### config.mk
export PLATFORM = sky130hd
export DESIGN_NAME = mbr_arbiter_flat
export DESIGN_NICKNAME = d
export VERILOG_FILES = /design/src/rtl/mbr_arbiter_if.sv /design/src/rtl/mbr_arbiter.sv /design/src/flat_wrapper.sv
export SDC_FILE = /design/constraint.sdc
export NUM_CORES = 1
export LEC_CHECK = 0
export CAP_MARGIN = 10
export CORE_ASPECT_RATIO = 1.75
export CORE_UTILIZATION = 35
export DETAILED_ROUTE_END_ITERATION = 16
export HOLD_SLACK_MARGIN = 0.06
export PLACE_DENSITY = 0.77
export SLEW_MARGIN = 20
export SYNTH_ARGS = -nofsm -noshare
export SYNTH_HDL_FRONTEND = slang
export SYNTH_SLANG_ARGS = --single-unit
### constraint.sdc
create_clock -name mbr_arbiter_clk -period 1.9 [get_ports mbr_arbiter_clk]
set_input_delay 0.57 -clock mbr_arbiter_clk [delete_from_list [all_inputs] [get_ports mbr_arbiter_clk]]
set_output_delay 0.57 -clock mbr_arbiter_clk [all_outputs]
set_load 0.1 [all_outputs]
### src/rtl/mbr_arbiter_if.sv
// -----------------------------------------------------------------------------
// mbr_arbiter_if
// Bus bundle between the MBR arbiter, its two requesters, the MBR and memory.
//   Port 0 (fetch):   req0, we0, addr0, wdata0 -> ack0
//   Port 1 (execute): req1, we1, addr1, wdata1 -> ack1
//   Shared result:    rdata (current MBR contents)
//   MBR side:         mbr_we, mbr_in -> ; mbr_out <-
//   Memory side:      mem_addr, mem_rd, mem_wr, mem_wdata -> ; mem_rdata <-
//   Status:           busy, gnt_id
// Modports: slave = arbiter side, master = requester/environment side.
// -----------------------------------------------------------------------------
interface mbr_arbiter_if #(
  parameter int AW = 8,
  parameter int DW = 8
);
  logic          req0, we0, ack0;
  logic [AW-1:0] addr0;
  logic [DW-1:0] wdata0;
  logic          req1, we1, ack1;
  logic [AW-1:0] addr1;
  logic [DW-1:0] wdata1;
  logic [DW-1:0] rdata;
  logic          mbr_we;
  logic [DW-1:0] mbr_in, mbr_out;
  logic [AW-1:0] mem_addr;
  logic          mem_rd, mem_wr;
  logic [DW-1:0] mem_wdata, mem_rdata;
  logic          busy, gnt_id;

  modport slave (
    input  req0, we0, addr0, wdata0,
    input  req1, we1, addr1, wdata1,
    input  mbr_out, mem_rdata,
    output ack0, ack1, rdata, mbr_we, mbr_in,
    output mem_addr, mem_rd, mem_wr, mem_wdata, busy, gnt_id
  );

  modport master (
    output req0, we0, addr0, wdata0,
    output req1, we1, addr1, wdata1,
    output mbr_out, mem_rdata,
    input  ack0, ack1, rdata, mbr_we, mbr_in,
    input  mem_addr, mem_rd, mem_wr, mem_wdata, busy, gnt_id
  );
endinterface

### src/rtl/mbr_arbiter.sv
// -----------------------------------------------------------------------------
// mbr_arbiter
// Shares one memory buffer register (MBR) and one memory port between an
// instruction-fetch requester (port 0) and a data/execute requester (port 1).
// A grant latches the winner's address/direction/write data, then walks
// IDLE -> LOAD -> ACCESS (MEM_LAT cycles) -> DONE, acking the winner in DONE.
//
// Ports:
//   mbr_arbiter_clk  rising-edge clock
//   mbr_arbiter_rst  synchronous active-high reset
//   bus              mbr_arbiter_if.slave (requests, acks, MBR and memory)
//
// Parameters: AW address width, DW data width, MEM_LAT strobe cycles (1..15).
//
// Build option: define MBR_ARB_RR_EN for round-robin tie breaking; otherwise
// port 0 has fixed priority.
// -----------------------------------------------------------------------------
module mbr_arbiter #(
  parameter int AW      = 8,
  parameter int DW      = 8,
  parameter int MEM_LAT = 2
) (
  input  logic           mbr_arbiter_clk,
  input  logic           mbr_arbiter_rst,
  mbr_arbiter_if.slave   bus
);

  typedef enum logic [1:0] {IDLE, LOAD, ACCESS, DONE} state_t;

  typedef struct packed {
    logic          we;
    logic [AW-1:0] addr;
    logic [DW-1:0] wdata;
  } req_t;

  state_t      state_q, state_d;
  logic [3:0]  lat_cnt_q, lat_cnt_d;
  logic        gnt_id_q, gnt_id_d;
  req_t        cur_q, cur_d;

  logic [1:0]  req_v;
  req_t        req_p [2];
  logic        win;

  assign req_v    = {bus.req1, bus.req0};
  assign req_p[0] = '{we: bus.we0, addr: bus.addr0, wdata: bus.wdata0};
  assign req_p[1] = '{we: bus.we1, addr: bus.addr1, wdata: bus.wdata1};

  // Winner is only meaningful when at least one request is up.
`ifdef MBR_ARB_RR_EN
  // On a tie, the port that did not win last time goes next.
  assign win = (req_v == 2'b11) ? ~gnt_id_q : req_v[1];
`else
  assign win = ~req_v[0];
`endif

  always_ff @(posedge mbr_arbiter_clk) begin
    if (mbr_arbiter_rst) begin
      state_q   <= IDLE;
      lat_cnt_q <= '0;
      gnt_id_q  <= 1'b1;
      cur_q     <= '0;
    end else begin
      state_q   <= state_d;
      lat_cnt_q <= lat_cnt_d;
      gnt_id_q  <= gnt_id_d;
      cur_q     <= cur_d;
    end
  end

  always_comb begin
    state_d   = state_q;
    lat_cnt_d = lat_cnt_q;
    gnt_id_d  = gnt_id_q;
    cur_d     = cur_q;
    unique case (state_q)
      IDLE: begin
        if (|req_v) begin
          gnt_id_d = win;
          cur_d    = req_p[win];
          state_d  = LOAD;
        end
      end
      LOAD: begin
        lat_cnt_d = 4'(MEM_LAT - 1);
        state_d   = ACCESS;
      end
      ACCESS: begin
        if (lat_cnt_q == '0) state_d = DONE;
        else                 lat_cnt_d = lat_cnt_q - 4'd1;
      end
      DONE: state_d = IDLE;
      default: state_d = IDLE;
    endcase
  end

  // Outputs decode from registered state only; the data paths (mbr_in,
  // rdata, mem_wdata) are the only combinational pass-throughs.
  logic in_load, in_access, last_access;
  assign in_load     = (state_q == LOAD);
  assign in_access   = (state_q == ACCESS);
  assign last_access = in_access && (lat_cnt_q == '0);

  assign bus.ack0      = (state_q == DONE) && !gnt_id_q;
  assign bus.ack1      = (state_q == DONE) &&  gnt_id_q;
  assign bus.busy      = (state_q != IDLE);
  assign bus.gnt_id    = gnt_id_q;
  assign bus.mem_addr  = cur_q.addr;
  assign bus.mem_rd    = in_access && !cur_q.we;
  assign bus.mem_wr    = in_access &&  cur_q.we;
  // Writes stage data into the MBR in LOAD; reads capture memory on the
  // final ACCESS cycle so the new value is visible in DONE.
  assign bus.mbr_we    = (in_load && cur_q.we) || (last_access && !cur_q.we);
  assign bus.mbr_in    = in_load   ? cur_q.wdata   :
                         in_access ? bus.mem_rdata : '0;
  assign bus.rdata     = bus.mbr_out;
  assign bus.mem_wdata = bus.mbr_out;

endmodule

### src/flat_wrapper.sv
// flat-port wrapper written by rule: the top's interface ports become plain ports
module mbr_arbiter_flat 
#(
  parameter int AW      = 8,
  parameter int DW      = 8,
  parameter int MEM_LAT = 2
)
  (mbr_arbiter_clk, mbr_arbiter_rst, bus_req0, bus_we0, bus_addr0, bus_wdata0, bus_req1, bus_we1, bus_addr1, bus_wdata1, bus_mbr_out, bus_mem_rdata, bus_ack0, bus_ack1, bus_rdata, bus_mbr_we, bus_mbr_in, bus_mem_addr, bus_mem_rd, bus_mem_wr, bus_mem_wdata, bus_busy, bus_gnt_id);
  mbr_arbiter_if #(.AW(AW), .DW(DW)) bus_i ();
  input  logic mbr_arbiter_clk;
  input  logic mbr_arbiter_rst;
  input wire logic [$bits(bus_i.req0)-1:0] bus_req0;
  input wire logic [$bits(bus_i.we0)-1:0] bus_we0;
  input wire logic [$bits(bus_i.addr0)-1:0] bus_addr0;
  input wire logic [$bits(bus_i.wdata0)-1:0] bus_wdata0;
  input wire logic [$bits(bus_i.req1)-1:0] bus_req1;
  input wire logic [$bits(bus_i.we1)-1:0] bus_we1;
  input wire logic [$bits(bus_i.addr1)-1:0] bus_addr1;
  input wire logic [$bits(bus_i.wdata1)-1:0] bus_wdata1;
  input wire logic [$bits(bus_i.mbr_out)-1:0] bus_mbr_out;
  input wire logic [$bits(bus_i.mem_rdata)-1:0] bus_mem_rdata;
  output wire logic [$bits(bus_i.ack0)-1:0] bus_ack0;
  output wire logic [$bits(bus_i.ack1)-1:0] bus_ack1;
  output wire logic [$bits(bus_i.rdata)-1:0] bus_rdata;
  output wire logic [$bits(bus_i.mbr_we)-1:0] bus_mbr_we;
  output wire logic [$bits(bus_i.mbr_in)-1:0] bus_mbr_in;
  output wire logic [$bits(bus_i.mem_addr)-1:0] bus_mem_addr;
  output wire logic [$bits(bus_i.mem_rd)-1:0] bus_mem_rd;
  output wire logic [$bits(bus_i.mem_wr)-1:0] bus_mem_wr;
  output wire logic [$bits(bus_i.mem_wdata)-1:0] bus_mem_wdata;
  output wire logic [$bits(bus_i.busy)-1:0] bus_busy;
  output wire logic [$bits(bus_i.gnt_id)-1:0] bus_gnt_id;
  assign bus_i.req0 = bus_req0;
  assign bus_i.we0 = bus_we0;
  assign bus_i.addr0 = bus_addr0;
  assign bus_i.wdata0 = bus_wdata0;
  assign bus_i.req1 = bus_req1;
  assign bus_i.we1 = bus_we1;
  assign bus_i.addr1 = bus_addr1;
  assign bus_i.wdata1 = bus_wdata1;
  assign bus_i.mbr_out = bus_mbr_out;
  assign bus_i.mem_rdata = bus_mem_rdata;
  assign bus_ack0 = bus_i.ack0;
  assign bus_ack1 = bus_i.ack1;
  assign bus_rdata = bus_i.rdata;
  assign bus_mbr_we = bus_i.mbr_we;
  assign bus_mbr_in = bus_i.mbr_in;
  assign bus_mem_addr = bus_i.mem_addr;
  assign bus_mem_rd = bus_i.mem_rd;
  assign bus_mem_wr = bus_i.mem_wr;
  assign bus_mem_wdata = bus_i.mem_wdata;
  assign bus_busy = bus_i.busy;
  assign bus_gnt_id = bus_i.gnt_id;
  mbr_arbiter #(.AW(AW), .DW(DW), .MEM_LAT(MEM_LAT)) u_core (.mbr_arbiter_clk(mbr_arbiter_clk), .mbr_arbiter_rst(mbr_arbiter_rst), .bus(bus_i));
endmodule
==> summary.md, run 1 <==
| Metric | Value |
|---|---|
| Run status | `finished, violations left` |
| Failing checks | `negative setup slack` |
| Synth Area in XOR/XNOR | `less than 1%` |
| Port Buffers | `68` |
| Vias in the first global route | `1278` |
| DRT Pass-1 Iters | `2` |
| Reg-to-reg slack, setup | `0.28 ns` |
| Part of the power in combinational logic | `73.5%` |
| Async S/R FF share, synth | `0%` |
| Mapped Nets | `between 200 and 250` |
| Distinct cell type count of the synthesized netlist | `32` |
| Largest net degree at the start of global routing | `35` |
| Commonest non-fill, non-tap cell in the layout | `clkdlybuf4s50_1` |
| Sw frac | `51.0%` |
| Syn_area_per_cell | `8.99 um^2` |
| Net Switching | `2.20 mW` |
| Post-synthesis mux area share | `12.9%` |
| DP HPWL | `2.84 mm` |
| Peak VDD IR | `1.04 mV` |
| Initial antenna violation count | `0` |
| RSZ-0062 raised after global routing | `true` |
| CTS Root Cell | `clkbuf_8` |
| Final nets | `274` |
| Sequential Power Share | `19.9%` |
| Number of top-level pins | `93` |
| Worst EP required | `approximately 1.3 ns` |
| Commonest non-fill, non-tap cells in the layout | `clkdlybuf4s50_1, buf_12, dfxtp_1` |
| Adder-Cell Fraction of Synth Area | `5.06%` |
| Max transition margin | `76.8%` |
| Clk sinks | `24` |
| CP max stage cell | `dfxtp_4` |
| Worst r2r src | `u_core.lat_cnt_q[0]` |
| Tot Pwr | `4.32 mW` |
| Starting density of the core | `36.1%` |
| Int Pwr | `2.12 mW` |
| Vias | `1280` |
| Gr usage total | `between 15 and 20%` |
| Hold endpoint | `u_core.cur_q[6]` |
| RR Endpoint | `u_core.lat_cnt_q[3]` |
| Startpoint types | `register` |
| CORE AREA | `roughly 4100 um^2` |
| Global route overflow | `0` |
| DR vias/cell | `roughly 5` |
| Simple-gate share of the synthesized area | `about 13%` |
| Hold_ws | `about 0.50 ns` |
| CTS Hold Buffers Added | `0` |
| Leak | `1.04 nW` |
| Area of the multi-input gates | `about 900 um^2` |
| Max clock buf depth | `2` |
| Hold Vio Cnt, Final | `0` |
| First-pass GRT wire length | `approximately 5.8 mm` |
| Drc violations | `0` |
| Synth Area in Compound Gates | `19.1%` |
| FILL cells | `338` |
| CP peak stage delay | `0.39 ns` |
| Row cnt | `31` |
| CTS Buf Count | `3` |
| Top cell by count, worst path | `buf_12` |
| Hold path cells | `2` |
| Worst Reg-to-Reg Cells | `5` |
| Clock latency on the worst-skew pair | `0.25 ns` |
| Reg area | `489 um^2` |
| Worst slack, placed | `-0.194 ns` |
| Die height | `approximately 88 um` |
| # setup viols final | `10` |
| Detailed Route WL | `approximately 3.5 mm` |
| Most used flip-flop cell after synthesis | `dfxtp_1` |
| Seq/Total Area, Yosys | `approximately a third` |
| Area delta synth->final | `73.0%` |
| Slew @ Worst Pin | `approximately 0.35 ns` |
| Largest family of logic cells by synthesized area | `compound AO/OA/AOI/OAI gates` |
| Die ar. | `4510 um^2` |
| Crit path time final | `2.06 ns` |
| Worst Setup End Kind | `output port` |
| Crit share post-route | `109%` |
| Clk pin slew, worst setup/hold paths | `roughly 0.080 ns` |
| Mapped cell area | `between 1000 and 1500 um^2` |
| H-tree levels | `1` |
| Worst-path fanout max | `6` |
| Clock power frac | `6.6%` |
| Die X | `between 50 and 60 um` |
| Final worst slack | `-0.162 ns` |
| Pins Over Slew Limit | `0` |
| Final Skew | `0.00228 ns` |
| Gpl congestion | `0.731` |
| Synth warnings | `0` |
| Ratio of cells with drive above 1 in the final layout | `31.1%` |
| Max-Cap Viols | `0` |
| Post-synth EDFFs | `0` |
| WL per Instance | `13.6 um` |
| Pwr dens | `1680 nW/um^2` |
| Critical path, cell by cell | `inv_4 > ha_4 > nor2b_4 > buf_12 > a22o_4 > buf_12` |
| CTS tree | `done` |
| Mapped Cells | `between 150 and 200` |
| Synth Register Bits | `24` |
| Min-delay src | `u_core.cur_q[6]` |
| Antenna-violating nets left | `0` |
| Fin cells | `261` |
| Max Clk Rate | `485 MHz` |
| Post-Place Cells | `256` |
| Iter 0 DRT Violations | `19` |
| Post-layout util | `about 62%` |
| HP Class | `register to register` |
| CP arrival | `1.49 ns` |
| N_diodes | `0` |
| Critical path class | `register to output port` |
routing by layer:
layer	global-route usage, %	share of wire [%]	up-vias
li1	-	-	659
met1	18.1	38	578
met2	32.5	57	34
met3	2.78	4.2	9
met4	6.82	1.5	0
met5	0	0	-
synth_stat cells, drive strengths merged (2+ instances only):
cell type	number	area [um^2]
nor2	18	67.6
nand2b	2	12.5
a21oi	3	18.8
dfxtp	24	480
inv	5	18.8
clkbuf	6	22.5
nor3	4	20.0
ha	6	75.1
a22o	7	61.3
a211oi	19	148
nand2	2	7.51
nor2b	4	25.0
buf	30	215
nor3b	2	15.0
and2	2	12.5
mux2i	18	180
state kept, by name, indices dropped and copies added, names as in the netlist:
signal	cells
u_core.cur_q	9
u_core.bus.mem_addr	8
u_core.lat_cnt_q	4
u_core.state_q	2
u_core.bus.gnt_id	1
stage by stage:
stage               area, um^2  TNS [ns]
floorplan                 1600    -0.522
global placement          2430    -0.930
detailed placement        2430     -1.50
CTS                       2550     -1.44
global route              2560     -1.91
finish                    2560     -1.37
kinds of logic after synthesis:
group	count (synthesis)
flops	24
fa+ha+maj	6
mux	19
simple gates	38
buf+inv	41
compound gates	36
xor+xnor	1
how the worst max path moves through the flow:
stage,from,cells after the start,slack [ns],to
floorplan,u_core.state_q[0],4,-0.28,bus_mbr_we
finish,u_core.state_q[0],6,-0.16,bus_mbr_in[2]
global placement,u_core.state_q[1],5,-0.12,bus_mbr_in[2]
CTS,u_core.state_q[0],6,-0.17,bus_mbr_in[2]
detailed placement,u_core.state_q[1],5,-0.19,bus_mbr_in[1]
global route,u_core.state_q[0],6,-0.21,bus_mbr_in[4]
final cells by class:
| type | count | share of cell area, % |
|---|---|---|
| Tap cell | 49 | 2.39 |
| Multi-Input combinational cell | 100 | 34.9 |
| Inverter | 5 | 0.927 |
| Sequential cell | 24 | 19.1 |
| Timing Repair Buffer | 80 | 41.1 |
| Clock buffer | 3 | 1.61 |
repair_timing:
item	CTS	global route
pin swaps	10	0
gates cloned	0	0
setup endpoints to repair	11	13
hold endpoints to repair	0	0
buffers inserted	2	0
resized for setup	15	4
critical path, delay by kind of cell (launching register included):
family / cells / cell delay [ns]
simple gates: 1 / 0.13
compound gates: 1 / 0.22
flops: 1 / 0.39
fa+ha+maj: 1 / 0.15
buf+inv: 3 / 0.33
power groups by stage:
stage               logic (mW)  clock network, mW  registers (mW)
global route              3.33              0.318           0.882
floorplan                 2.22                  0           0.826
global placement          3.01                  0           0.843
CTS                       3.17              0.298           0.859
finish                    3.17              0.285           0.860
detailed placement        3.04                  0           0.852
Note: power is estimated with default switching activity, not from simulation.
==> run 2: changes to the inputs <==
- CORE_UTILIZATION: 35 -> 25
- CTS_BUF_LIST: default -> sky130_fd_sc_hd__clkbuf_4
- GPL_ROUTABILITY_DRIVEN: default -> 0
- PLACE_DENSITY: 0.77 -> default
==> run 2 against run 1 <==
The flow still finishes with violations (negative setup slack). Critical endpoint is now bus_mbr_in[0]. Cell area up 3.0%. Sequential power up 0.5%. Core utilization down 15 points. Total power up 1.7%. Maximum frequency down 3.2%. Wire length up 11%. Non-clock buffer count up 8. Cell count up 14%. Die area up 39%.
==> summary.md, run 2 (same netlist as run 1, synthesis figures left out) <==
| Metric | Value |
|---|---|
| Final Skew | `0.00747 ns (was 0.00228 ns)` |
| CORE AREA | `5630 um^2 (was 4110 um^2)` |
| Worst EP required | `1.33 ns (about the same)` |
| H-tree levels | `1 (unchanged)` |
| N_diodes | `0 (unchanged)` |
| Clock latency on the worst-skew pair | `0.31 ns (was 0.25 ns)` |
| Die height | `104 um (was 88.1 um)` |
| WL per Instance | `13.3 um (was 13.6 um)` |
| Final nets | `282 (was 274)` |
| Worst Reg-to-Reg Cells | `8 (was 5)` |
| HP Class | `register to register (unchanged)` |
| Detailed Route WL | `3.95 mm (was 3.55 mm)` |
| CTS Hold Buffers Added | `0 (unchanged)` |
| Vias | `1340 (was 1280)` |
| Max clock buf depth | `2 (unchanged)` |
| Biggest register | `u_core.cur_q (unchanged)` |
| Area delta synth->final | `78.2% (was 73.0%)` |
| Initial antenna violation count | `0 (unchanged)` |
| Largest net degree at the start of global routing | `27 (was 35)` |
| Part of the power in combinational logic | `75.0% (was 73.5%)` |
| Worst Setup End Kind | `output port (unchanged)` |
| Crit path time final | `2.13 ns (was 2.06 ns)` |
| Tot Pwr | `4.39 mW (was 4.32 mW)` |
| Peak VDD IR | `0.676 mV (was 1.04 mV)` |
| Worst-path fanout max | `7 (was 6)` |
| First-pass GRT wire length | `6.41 mm (was 5.78 mm)` |
| Commonest non-fill, non-tap cell in the layout | `clkdlybuf4s50_1 (unchanged)` |
| RSZ-0062 raised after global routing | `true (unchanged)` |
| DP HPWL | `3.04 mm (was 2.84 mm)` |
| Number of top-level pins | `93 (unchanged)` |
| Global route overflow | `0 (unchanged)` |
| Die X | `60.2 um (was 51.2 um)` |
| Iter 0 DRT Violations | `15 (was 19)` |
| Vias in the first global route | `1343 (was 1278)` |
| Startpoint types | `register (unchanged)` |
| Commonest non-fill, non-tap cells in the layout | `clkdlybuf4s50_1, buf_12, dfxtp_1 (unchanged)` |
| CTS Root Cell | `clkbuf_4 (was clkbuf_8)` |
| Sw frac | `51.4% (was 51.0%)` |
| CP arrival | `1.56 ns (was 1.49 ns)` |
| Slew @ Worst Pin | `0.367 ns (was 0.348 ns)` |
| Leak | `1.08 nW (was 1.04 nW)` |
| Max transition margin | `75.5% (was 76.8%)` |
| DRT Pass-1 Iters | `4 (was 2)` |
| Pins Over Slew Limit | `0 (unchanged)` |
| Final worst slack | `-0.231 ns (was -0.162 ns)` |
| Int Pwr | `2.13 mW (was 2.12 mW)` |
| Antenna-violating nets left | `0 (unchanged)` |
| Clk pin slew, worst setup/hold paths | `0.13 ns (was 0.08 ns)` |
| Pwr dens | `1660 nW/um^2 (was 1680 nW/um^2)` |
| DR vias/cell | `4.51 (was 4.90)` |
| Net Switching | `2.26 mW (was 2.20 mW)` |
| Gr usage total | `13.5% (was 17.1%)` |
| Max Clk Rate | `469 MHz (was 485 MHz)` |
| Max-Cap Viols | `0 (unchanged)` |
| Failing checks | `negative setup slack (unchanged)` |
| Number of flip-flops in the largest register | `9 (unchanged)` |
| Post-layout util | `46.9% (was 62.4%)` |
| Starting density of the core | `26.3% (was 36.1%)` |
| Die ar. | `6250 um^2 (was 4510 um^2)` |
| CTS tree | `done (unchanged)` |
| Crit share post-route | `112% (was 109%)` |
| Clk sinks | `24 (unchanged)` |
| Hold path cells | `1 (was 2)` |
| Clock power frac | `5.3% (was 6.6%)` |
| Hold Vio Cnt, Final | `0 (unchanged)` |
| Run status | `finished, violations left (unchanged)` |
| CTS Buf Count | `3 (unchanged)` |
| # setup viols final | `12 (was 10)` |
| Row cnt | `36 (was 31)` |
| Sequential Power Share | `19.7% (was 19.9%)` |
| Ratio of cells with drive above 1 in the final layout | `34.4% (was 31.1%)` |
| Final Cell Area | `2640 um^2 (was 2560 um^2)` |
| Post-Place Cell Area | `2490 um^2 (was 2430 um^2)` |
| Drc violations | `0 (unchanged)` |
| Critical path class | `register to output port (unchanged)` |
| Worst slack, placed | `-0.127 ns (was -0.194 ns)` |
| Port Buffers | `68 (unchanged)` |
-- run 2: cell types whose count changed in the layout (fill, tap and decap cells not counted), moves of 2 or more --
cell      change
buf_4         +8
clkbuf_4      +3
clkbuf_8      -3
buf_12        -2
-- run 2: metrics by stage --
stage	cells	hold slack [ns]	setup TNS, ns
after global routing	297	0.526	-3.07
after detailed placement	288	0.506	-1.01
final	297	0.500	-2.36
after floorplan	165	0.478	-0.522
after global placement	288	0.496	-0.658
after CTS	295	0.526	-2.44
-- run 2: path summary, 6_finish.rpt --
check                            from                  end  slack, ns
hold reg to reg   u_core.lat_cnt_q[0]  u_core.lat_cnt_q[0]       0.50
setup reg to reg    u_core.state_q[0]  u_core.lat_cnt_q[0]       0.14
hold / removal    u_core.lat_cnt_q[0]  u_core.lat_cnt_q[0]       0.50
setup / recovery    u_core.state_q[0]        bus_mbr_in[0]      -0.23
-- run 2: what timing repair did --
| item | in CTS | in global routing |
|---|---|---|
| endpoints found under the setup margin | 13 | 13 |
| setup buffers | 2 | 4 |
| gates cloned | 1 | 0 |
| gates resized for setup | 18 | 7 |
| pin swaps | 9 | 3 |
-- run 2: routing by layer --
layer,up-vias,routed length [um],global-route usage (%)
met4,0,31,3.82
met1,627,1450,15.0
met3,2,183,1.87
li1,670,-,-
met2,41,2290,25.0
met5,-,0,0
-- run 2: worst max-delay path, cell delays in order (launching register included) --
cell and delay (ns):
dfxtp_4 0.41, inv_4 0.04, ha_4 0.16, nor2b_4 0.13, buf_12 0.13, a22o_4 0.22, buf_12 0.16
-- run 2: power by group through the flow --
stage	combinational [mW]	sequential, mW	clock [mW]
6_report	3.30	0.864	0.233
5_1_grt	3.45	0.886	0.272
4_1_cts	3.24	0.857	0.253
3_5_place_dp	3.08	0.852	0
3_3_place_gp	3.06	0.849	0
2_1_floorplan	2.22	0.826	0
-- run 2: area by class of cell --
type | instances | area, um^2
fill | 551 | 2990
sequential | 24 | 490
timing repair buffer | 88 | 1100
multi-input combinational | 100 | 905
clock buffer | 3 | 22.5
inverter | 5 | 26.3
tap | 76 | 95.1
clock inverter | 1 | 3.75
==> run 3: changes to the inputs <==
- GPL_ROUTABILITY_DRIVEN: 0 -> 1
==> results of run 3 <==
Same layout as run 2: the final DEF is identical, and so are final timing and power.
